`src/rtl/multicycle_control.sv`:
```
// Multicycle RV32I control FSM: sequences IF/ID/EX/MEM/WB and decodes
// opcode/funct fields into datapath strobes and ALU operations.
module multicycle_control (
    input  logic        clk,
    input  logic        rst,
    input  logic [31:0] instr,
    input  logic        instr_valid,
    input  logic        Zero,
    input  logic        mem_ready,
    output logic        PCSrc,
    output logic        ALUSrc,
    output logic        RegWrite,
    output logic        MemToReg,
    output logic [3:0]  ALUCtrl,
    output logic        loadPC,
    output logic        MemRead,
    output logic        MemWrite,
    output logic        illegal_instr,
    output logic [2:0]  state
);

    localparam int unsigned STATE_W = 3;
    localparam int unsigned ALU_W   = 4;
    localparam int unsigned OP_W    = 7;

    localparam logic [ALU_W-1:0] ALU_AND = 4'b0000;
    localparam logic [ALU_W-1:0] ALU_OR  = 4'b0001;
    localparam logic [ALU_W-1:0] ALU_ADD = 4'b0010;
    localparam logic [ALU_W-1:0] ALU_SUB = 4'b0110;
    localparam logic [ALU_W-1:0] ALU_SLT = 4'b0111;
    localparam logic [ALU_W-1:0] ALU_XOR = 4'b1101;
    localparam logic [ALU_W-1:0] ALU_SLL = 4'b1001;
    localparam logic [ALU_W-1:0] ALU_SRL = 4'b1000;
    localparam logic [ALU_W-1:0] ALU_SRA = 4'b1010;

    localparam logic [OP_W-1:0] OP_R   = 7'b0110011;
    localparam logic [OP_W-1:0] OP_I   = 7'b0010011;
    localparam logic [OP_W-1:0] OP_LW  = 7'b0000011;
    localparam logic [OP_W-1:0] OP_SW  = 7'b0100011;
    localparam logic [OP_W-1:0] OP_BEQ = 7'b1100011;

    typedef enum logic [STATE_W-1:0] {
        S_IF  = 3'd0,
        S_ID  = 3'd1,
        S_EX  = 3'd2,
        S_MEM = 3'd3,
        S_WB  = 3'd4
    } state_t;

    state_t            state_q;
    state_t            state_d;
    logic              zero_q;
    logic              illegal_q;

    logic [OP_W-1:0]   opcode;
    logic [2:0]        funct3;
    logic              funct7_b5;
    logic              is_r;
    logic              is_i;
    logic              is_lw;
    logic              is_sw;
    logic              is_beq;
    logic              opcode_ok;
    logic              funct_ok;
    logic              alt;
    logic [ALU_W-1:0]  dec_alu;
    logic              dec_alusrc;
    logic              unused_instr;

    assign opcode       = instr[6:0];
    assign funct3       = instr[14:12];
    assign funct7_b5    = instr[30];
    assign unused_instr = ^{instr[31], instr[29:15], instr[11:7]};

    assign is_r      = (opcode == OP_R);
    assign is_i      = (opcode == OP_I);
    assign is_lw     = (opcode == OP_LW);
    assign is_sw     = (opcode == OP_SW);
    assign is_beq    = (opcode == OP_BEQ);
    assign opcode_ok = is_r | is_i | is_lw | is_sw | is_beq;

    // funct7[5] is meaningful for every R-type op, but for I-type only on shifts-right
    assign alt = funct7_b5 & (is_r | (funct3 == 3'b101));

    // ALU operation decode
    always_comb begin
        dec_alu    = ALU_ADD;
        dec_alusrc = 1'b0;
        funct_ok   = 1'b1;
        if (is_r || is_i) begin
            dec_alusrc = is_i;
            case (funct3)
                3'b000:  dec_alu = alt ? ALU_SUB : ALU_ADD;
                3'b001:  begin dec_alu = ALU_SLL; funct_ok = ~alt; end
                3'b010:  begin dec_alu = ALU_SLT; funct_ok = ~alt; end
                3'b100:  begin dec_alu = ALU_XOR; funct_ok = ~alt; end
                3'b101:  dec_alu = alt ? ALU_SRA : ALU_SRL;
                3'b110:  begin dec_alu = ALU_OR;  funct_ok = ~alt; end
                3'b111:  begin dec_alu = ALU_AND; funct_ok = ~alt; end
                default: funct_ok = 1'b0;
            endcase
            if (!funct_ok) begin
                dec_alu = ALU_ADD;
            end
        end else if (is_lw || is_sw) begin
            dec_alusrc = 1'b1;
        end else if (is_beq) begin
            dec_alu = ALU_SUB;
        end
    end

    // State register, branch-flag capture and sticky illegal flag
    always_ff @(posedge clk or negedge rst) begin
        if (!rst) begin
            state_q   <= S_IF;
            zero_q    <= 1'b0;
            illegal_q <= 1'b0;
        end else begin
            state_q <= state_d;
            if (state_q == S_EX) begin
                zero_q <= Zero;
            end
            if (state_q == S_ID && !(opcode_ok && funct_ok)) begin
                illegal_q <= 1'b1;
            end
        end
    end

    // Next-state logic
    always_comb begin
        state_d = state_q;
        case (state_q)
            S_IF:    if (instr_valid) state_d = S_ID;
            S_ID:    state_d = opcode_ok ? S_EX : S_WB;
            S_EX:    state_d = (is_lw || is_sw) ? S_MEM : S_WB;
            S_MEM:   if (mem_ready) state_d = S_WB;
            S_WB:    state_d = S_IF;
            default: state_d = S_IF;
        endcase
    end

    // Control outputs, decoded from the current state and the held instruction
    always_comb begin
        PCSrc    = 1'b0;
        ALUSrc   = 1'b0;
        RegWrite = 1'b0;
        MemToReg = 1'b0;
        ALUCtrl  = ALU_ADD;
        loadPC   = 1'b0;
        MemRead  = 1'b0;
        MemWrite = 1'b0;
        case (state_q)
            S_EX: begin
                ALUCtrl = dec_alu;
                ALUSrc  = dec_alusrc;
            end
            S_MEM: begin
                ALUCtrl  = dec_alu;
                ALUSrc   = dec_alusrc;
                MemRead  = is_lw;
                MemWrite = is_sw;
            end
            S_WB: begin
                ALUCtrl  = dec_alu;
                ALUSrc   = dec_alusrc;
                loadPC   = 1'b1;
                PCSrc    = is_beq & zero_q;
                RegWrite = is_r | is_i | is_lw;
                MemToReg = is_lw;
            end
            default: ;
        endcase
    end

    assign state         = 3'(state_q);
    assign illegal_instr = illegal_q;

endmodule
```
`config.mk`:
```
export PLATFORM = sky130hd
export DESIGN_NAME = multicycle_control
export DESIGN_NICKNAME = d
export VERILOG_FILES = /design/src/rtl/multicycle_control.sv
export SDC_FILE = /design/constraint.sdc
export NUM_CORES = 1
export LEC_CHECK = 0
export CAP_MARGIN = 10
export CORE_AREA = 4 4 52 54
export DETAILED_ROUTE_END_ITERATION = 10
export DIE_AREA = 0 0 56 58
export GPL_TIMING_DRIVEN = 0
export HOLD_SLACK_MARGIN = 0.08
export PLACE_DENSITY = 0.67
export SLEW_MARGIN = 20
export SYNTH_ARGS = -nofsm -noshare
export SYNTH_HDL_FRONTEND = slang
export SYNTH_SLANG_ARGS = --single-unit
```
`constraint.sdc`:
```
create_clock -name clk -period 1.8 [get_ports clk]
set_clock_uncertainty 0.15 [all_clocks]
set_input_delay 0.27 -clock clk [delete_from_list [all_inputs] [get_ports clk]]
set_output_delay 0.27 -clock clk [all_outputs]
set_load 0.005 [all_outputs]
```
==> summary.txt, run 1 <==
outcome: complete, but fails checks
failing checks: setup timing
leakage: 0.436 nW
FP Rows: 17
maximum vdd ir drop: 243 uV
share of layout cells above drive strength 1: 43.5%
worst r2r path cells: 4
Avg Inst Size Synth: 8.09 sq um
Iter 0 DRT Violations: 8
Final Setup Violations: 8
Max Slew Vio Count: 0
initial core utilization: 24.5%
H-tree depth: 1
# IOs: 52
RR Startpoint: state[2]$_DFFE_PN0P_
DR WL/cell: 13.1 um
largest net degree at the start of global routing: 10
YS warnings: 0
Worst Setup Start Kind: flop
grt ovf: 0
die height: 58 um
Final Hold Fails: 0
Synth area leaders: dfrtp_1 23%, a21oi_1 5.5%, and3_1 3.5%
unrepaired setup endpoints after global routing: true
worst reg2reg path endpoint: zero_q$_DFFE_PN0N_
area grow syn2layout: 79.9%
Synth cell types: 34
largest area contributor in the netlist: dfrtp_1
fmax: 489 MHz
n_diodes: 0
Slew headroom: 74.2%
Worst-path clk slew: 40 ps
Synth Register Bits: 5
Core ar.: 2210 sq um
Routed WL: 1790 um
TNS Setup: -1480 ps
PwrDens: 472 nW/um^2
r2r setup slk: 340 ps
Tmin final: 2050 ps
Synth top area share: 23.1%
first-pass GRT wire length: 2870 um
RD Place Congestion: 0.790
Req. time, crit path: 1380 ps
hold crit path type: in2async
DRC: 0
worst-path fanout max: 3
Port Buffers: 27
Finished Core Util: 44.1%
syn_nets: 104
CTS Buf Count: 3
vias in the first global route: 708
Worst-Skew Late Latency: 240 ps
slew of the pin with the lowest slew margin: 383 ps
Die X: 56 um
die area: 3250 sq um
Sink Count: 5
root buf cell: clkbuf_4
Critical Path End Type: output port
Hold Slack: 98.6 ps
sequential fraction of the synthesis area: 23.1%
WS Path Type: reg2out
initial antenna violation count: 0
Mapped Cells: 67
CTS tree: done
Final ANT Viol Nets: 0
Tot GR Track Use: 11.2%
Nets: 146
Post-DP HPWL: 1210 um
vias per inst: 5.07
Clock Tree Buf Depth: 2
Pre-antenna DRT Iters: 4
crit path DAT: 1630 ps
crit share post-route: 114%
post-route setup slack: -246 ps
Netlist Area Pre-Place: 542 sq um
max_cap viols: 0
total number of vias: 689
[registers in the layout, indices dropped and copies added, names as in the netlist]
name / count
zero_q: 1
state: 3
illegal_instr: 1
[cells in the mapped netlist]
cell	instances
a21oi_1	6
dfrtp_1	5
nand2_1	5
nor2_1	5
and3_1	3
inv_1	3
nor4_1	3
nand2b_1	2
nand2b_2	2
nand3_1	2
nand3b_1	2
nor2b_1	2
nor3_1	2
nor3b_1	2
o21ai_1	2
o22ai_1	2
xnor2_1	2
a211o_1	1
a211oi_1	1
and4bb_1	1
buf_4	1
buf_6	1
clkbuf_8	1
clkinv_1	1
mux2_1	1
nand2_4	1
nand3_4	1
nand4bb_1	1
o21ai_0	1
o311ai_1	1
o31ai_1	1
o31ai_2	1
or3_1	1
or3b_4	1
[cell families (layout without fill, tap and decap cells)]
logic type,after synthesis,in the layout,synth area share [%]
AND/OR/NAND/NOR,36,36,43.9
AO/OA/AOI/OAI,16,16,18.9
buffers and inverters,7,48,8.77
flip-flops,5,5,23.1
XOR/XNOR,2,2,3.23
multiplexers,1,1,2.08
[per-stage QoR]
step                      total power [W]  cells  worst slack, ps  instance area, sq um
after floorplan                  0.000218     67             90.1                   542
after global placement           0.000287    122             -742                   847
after detailed placement         0.000289    122             -773                   847
after CTS                        0.000450    135             -285                   950
after global routing             0.000490    136             -305                   975
final                            0.000460    136             -246                   975
[layer usage]
layer  track usage, %  wire length (um)
met2             18.9               835
met4             7.80                24
met3             2.90               141
met5                0                 0
met1             12.4               784
[critical path, stage by stage, from the launching register on]
cell     delay (ps)
dfrtp_2         410
or3b_4          430
buf_4           170
buf_4           140
nor4_4          110
buf_2           140
[cell type report]
| class | instances | area [sq um] |
|---|---|---|
| fillers | 245 | 1240 |
| multi-input cells | 55 | 450 |
| repair buffers | 37 | 288 |
| flip-flops and latches | 5 | 128 |
| well taps | 28 | 35.0 |
| plain buffers | 3 | 32.5 |
| clock buffers | 4 | 26.3 |
| inverters | 4 | 15.0 |
[how the worst max path moves through the flow]
stage	from	endpoint	slack (ps)	cells past startpoint
3_3_place_gp	instr[5]	ALUCtrl[2]	-740	6
5_1_grt	state[1]$_DFFE_PN0P_	ALUCtrl[1]	-310	5
2_1_floorplan	state[1]$_DFFE_PN0P_	ALUCtrl[1]	90	4
4_1_cts	state[0]$_DFFE_PN0P_	ALUCtrl[1]	-280	5
3_5_place_dp	instr[5]	ALUCtrl[2]	-770	6
6_report	state[1]$_DFFE_PN0P_	MemToReg	-250	5
[report_power, final]
| part | leakage [nW] | total [W] | internal [W] | switching, W |
|---|---|---|---|---|
| clock | 0.0150 | 0.000126 | 0.0000835 | 0.0000421 |
| sequential | 0.0590 | 0.000135 | 0.000126 | 0.00000923 |
| combinational | 0.362 | 0.000200 | 0.000107 | 0.0000923 |
| total | 0.436 | 0.000460 | 0.000317 | 0.000144 |
[repair_timing]
action | in CTS | in global routing
buffers inserted | 9 | 1
resized for setup | 59 | 14
pin swaps | 9 | 5
hold buffers | 0 | 0
endpoints found under the setup margin | 11 | 11
[layout by cell type, fill, tap and decap left out, types with 3 or more instances in the layout]
| master | instances |
|---|---|
| buf_2 | 10 |
| buf_4 | 9 |
| clkdlybuf4s50_1 | 8 |
| a21oi_1 | 6 |
| dlygate4sd2_1 | 6 |
| nand2_1 | 5 |
| inv_1 | 3 |
| buf_6 | 3 |
| nor2_1 | 3 |
| clkbuf_4 | 3 |
| dfrtp_1 | 3 |
(Power assumes the default switching activity.)
==> inputs of run 2 (changes only) <==
--- a/config.mk
+++ b/config.mk
@@ -12,6 +12,7 @@
 export GPL_TIMING_DRIVEN = 0
 export HOLD_SLACK_MARGIN = 0.08
 export PLACE_DENSITY = 0.67
+export SKIP_CTS_REPAIR_TIMING = 1
 export SLEW_MARGIN = 20
 export SYNTH_ARGS = -nofsm -noshare
 export SYNTH_HDL_FRONTEND = slang
==> constraint.sdc (replaced) <==
create_clock -name clk -period 2.1 [get_ports clk]
set_clock_uncertainty 0.15 [all_clocks]
set_input_delay 0.315 -clock clk [delete_from_list [all_inputs] [get_ports clk]]
set_output_delay 0.315 -clock clk [all_outputs]
set_load 0.005 [all_outputs]
==> run 2 against run 1 <==
Effect of this change: the flow still finishes with violations (setup timing); die area unchanged; sequential cell count is the same; combinational power decreased by 32%; final area shrank 2.4%; global-route usage decreased by 1.7 points; utilization is 1.1 points lower.
==> summary.txt, run 2 (synthesized netlist as in run 1, its figures left out) <==
crit path DAT: 1850 ps
fmax: 431 MHz
vias per inst: 4.89
outcome: complete, but fails checks
die area: 3250 sq um
CTS Buf Count: 3
CTS tree: done
slew of the pin with the lowest slew margin: 396 ps
H-tree depth: 1
post-route setup slack: -220 ps
Sink Count: 5
n_diodes: 0
worst r2r path cells: 4
Tot Pwr: 0.000369 W
Tmin final: 2320 ps
Port Buffers: 27
initial antenna violation count: 0
Logic pwr share: 37.2%
hold crit path type: in2async
failing checks: setup timing
DR WL/cell: 12.1 um
PwrDens: 389 nW/um^2
Max stage delay on crit path: 530 ps
crit share post-route: 110%
sequential share of power: 33.2%
Final Setup Violations: 3
Worst-Skew Late Latency: 240 ps
max_cap viols: 0
Internal Power: 0.000260 W
FP Rows: 17
# IOs: 52
vias in the first global route: 617
Final Hold Fails: 0
crit-path cells: clkdlybuf4s50_1 -> and4bb_1 -> nand2b_4 -> nor3_2 -> clkdlybuf4s50_1
total number of vias: 636
Slew headroom: 73.3%
Non-Filler Instances: 130
first-pass GRT wire length: 2450 um
Iter 0 DRT Violations: 7
leakage: 0.481 nW
Worst Setup Start Kind: input pin
RD Place Congestion: 0.790
initial core utilization: 24.5%
buffers plus inverters on the worst setup path: 2
Crit-path slowest cell: clkdlybuf4s50_1
Worst-path clk slew: 40 ps
Die X: 56 um
max reg flops: 3
WS Path Type: in2out
area grow syn2layout: 75.5%
Post-DP HPWL: 1210 um
most common cell type on the critical path: clkdlybuf4s50_1
Critical Path Source: instr[2]
Clock Tree Buf Depth: 2
maximum vdd ir drop: 210 uV
Req. time, crit path: 1630 ps
Final ANT Viol Nets: 0
die height: 58 um
RR Startpoint: state[0]$_DFFE_PN0P_
Sw Ratio: 29.6%
worst-path fanout max: 7
DRC: 0
Pre-antenna DRT Iters: 4
share of layout cells above drive strength 1: 30.4%
Switch Pwr: 0.000109 W
power share of the clock group: 29.6%
Routed WL: 1580 um
Tot GR Track Use: 9.50%
WP depth: 5
placed cell count: 122
grt ovf: 0
Critical Path End Type: output port
Nets: 140
Max Slew Vio Count: 0
root buf cell: clkbuf_4
Core ar.: 2210 sq um
unrepaired setup endpoints after global routing: true
most frequent cells in the layout: 16 x clkdlybuf4s50_1, 7 x dlymetal6s2s_1, 6 x a21oi_1
Finished Core Util: 43.0%
largest net degree at the start of global routing: 10
Top Family by Delay on Critical Path: buffers and inverters
most common cell after layout, fill and taps aside: clkdlybuf4s50_1
[run 2: cell types whose count changed in the layout (fill, tap and decap cells not counted), moves of 5 or more]
cell / previous run / this run
buf_2: 10 / 2
buf_4: 9 / 4
clkdlybuf4s50_1: 8 / 16
dlygate4sd2_1: 6 / 0
dlymetal6s2s_1: 1 / 7
[run 2: per-layer routing]
| metal | vias up | track usage [%] | share of wire [%] |
|---|---|---|---|
| li1 | 319 | - | - |
| met1 | 285 | 11.6 | 46 |
| met2 | 30 | 13.2 | 45 |
| met3 | 2 | 3.34 | 8.1 |
| met4 | 0 | 8.14 | 0.89 |
| met5 | - | 0 | 0 |
[run 2: path summary, 6_finish.rpt]
check | slack [ps] | endpoint
max | -220 | MemWrite
min | 140 | state[2]$_DFFE_PN0P_
max reg2reg | 640 | state[0]$_DFFE_PN0P_
max in group asynchronous | 1460 | state[0]$_DFFE_PN0P_
min in group clk | 230 | illegal_instr$_DFFE_PN0P_
min reg2reg | 330 | illegal_instr$_DFFE_PN0P_
[run 2: final cells by class]
class | instances | area [sq um]
clock buffers | 4 | 26.3
well taps | 28 | 35.0
plain buffers | 3 | 32.5
flip-flops and latches | 5 | 129
multi-input cells | 55 | 412
fillers | 240 | 1260
inverters | 4 | 15.0
repair buffers | 31 | 302
[run 2: metrics by stage]
| stage | hold WS, ps | instance area [sq um] | setup WS (ps) | setup TNS (ps) |
|---|---|---|---|---|
| floorplan | -131 | 542 | 345 | 0 |
| global placement | 332 | 847 | -532 | -3150 |
| detailed placement | 329 | 847 | -563 | -3260 |
| CTS | 142 | 873 | -580 | -3750 |
| global route | 149 | 951 | -249 | -719 |
| finish | 140 | 951 | -220 | -323 |
[run 2: power by group through the flow]
stage          Sequential, W  Clock [W]  Combinational (W)
4_1_cts             0.000122   0.000114           0.000124
3_5_place_dp        0.000124          0           0.000124
6_report            0.000123   0.000109           0.000137
3_3_place_gp        0.000123          0           0.000123
2_1_floorplan       0.000120          0          0.0000674
5_1_grt             0.000125   0.000119           0.000150
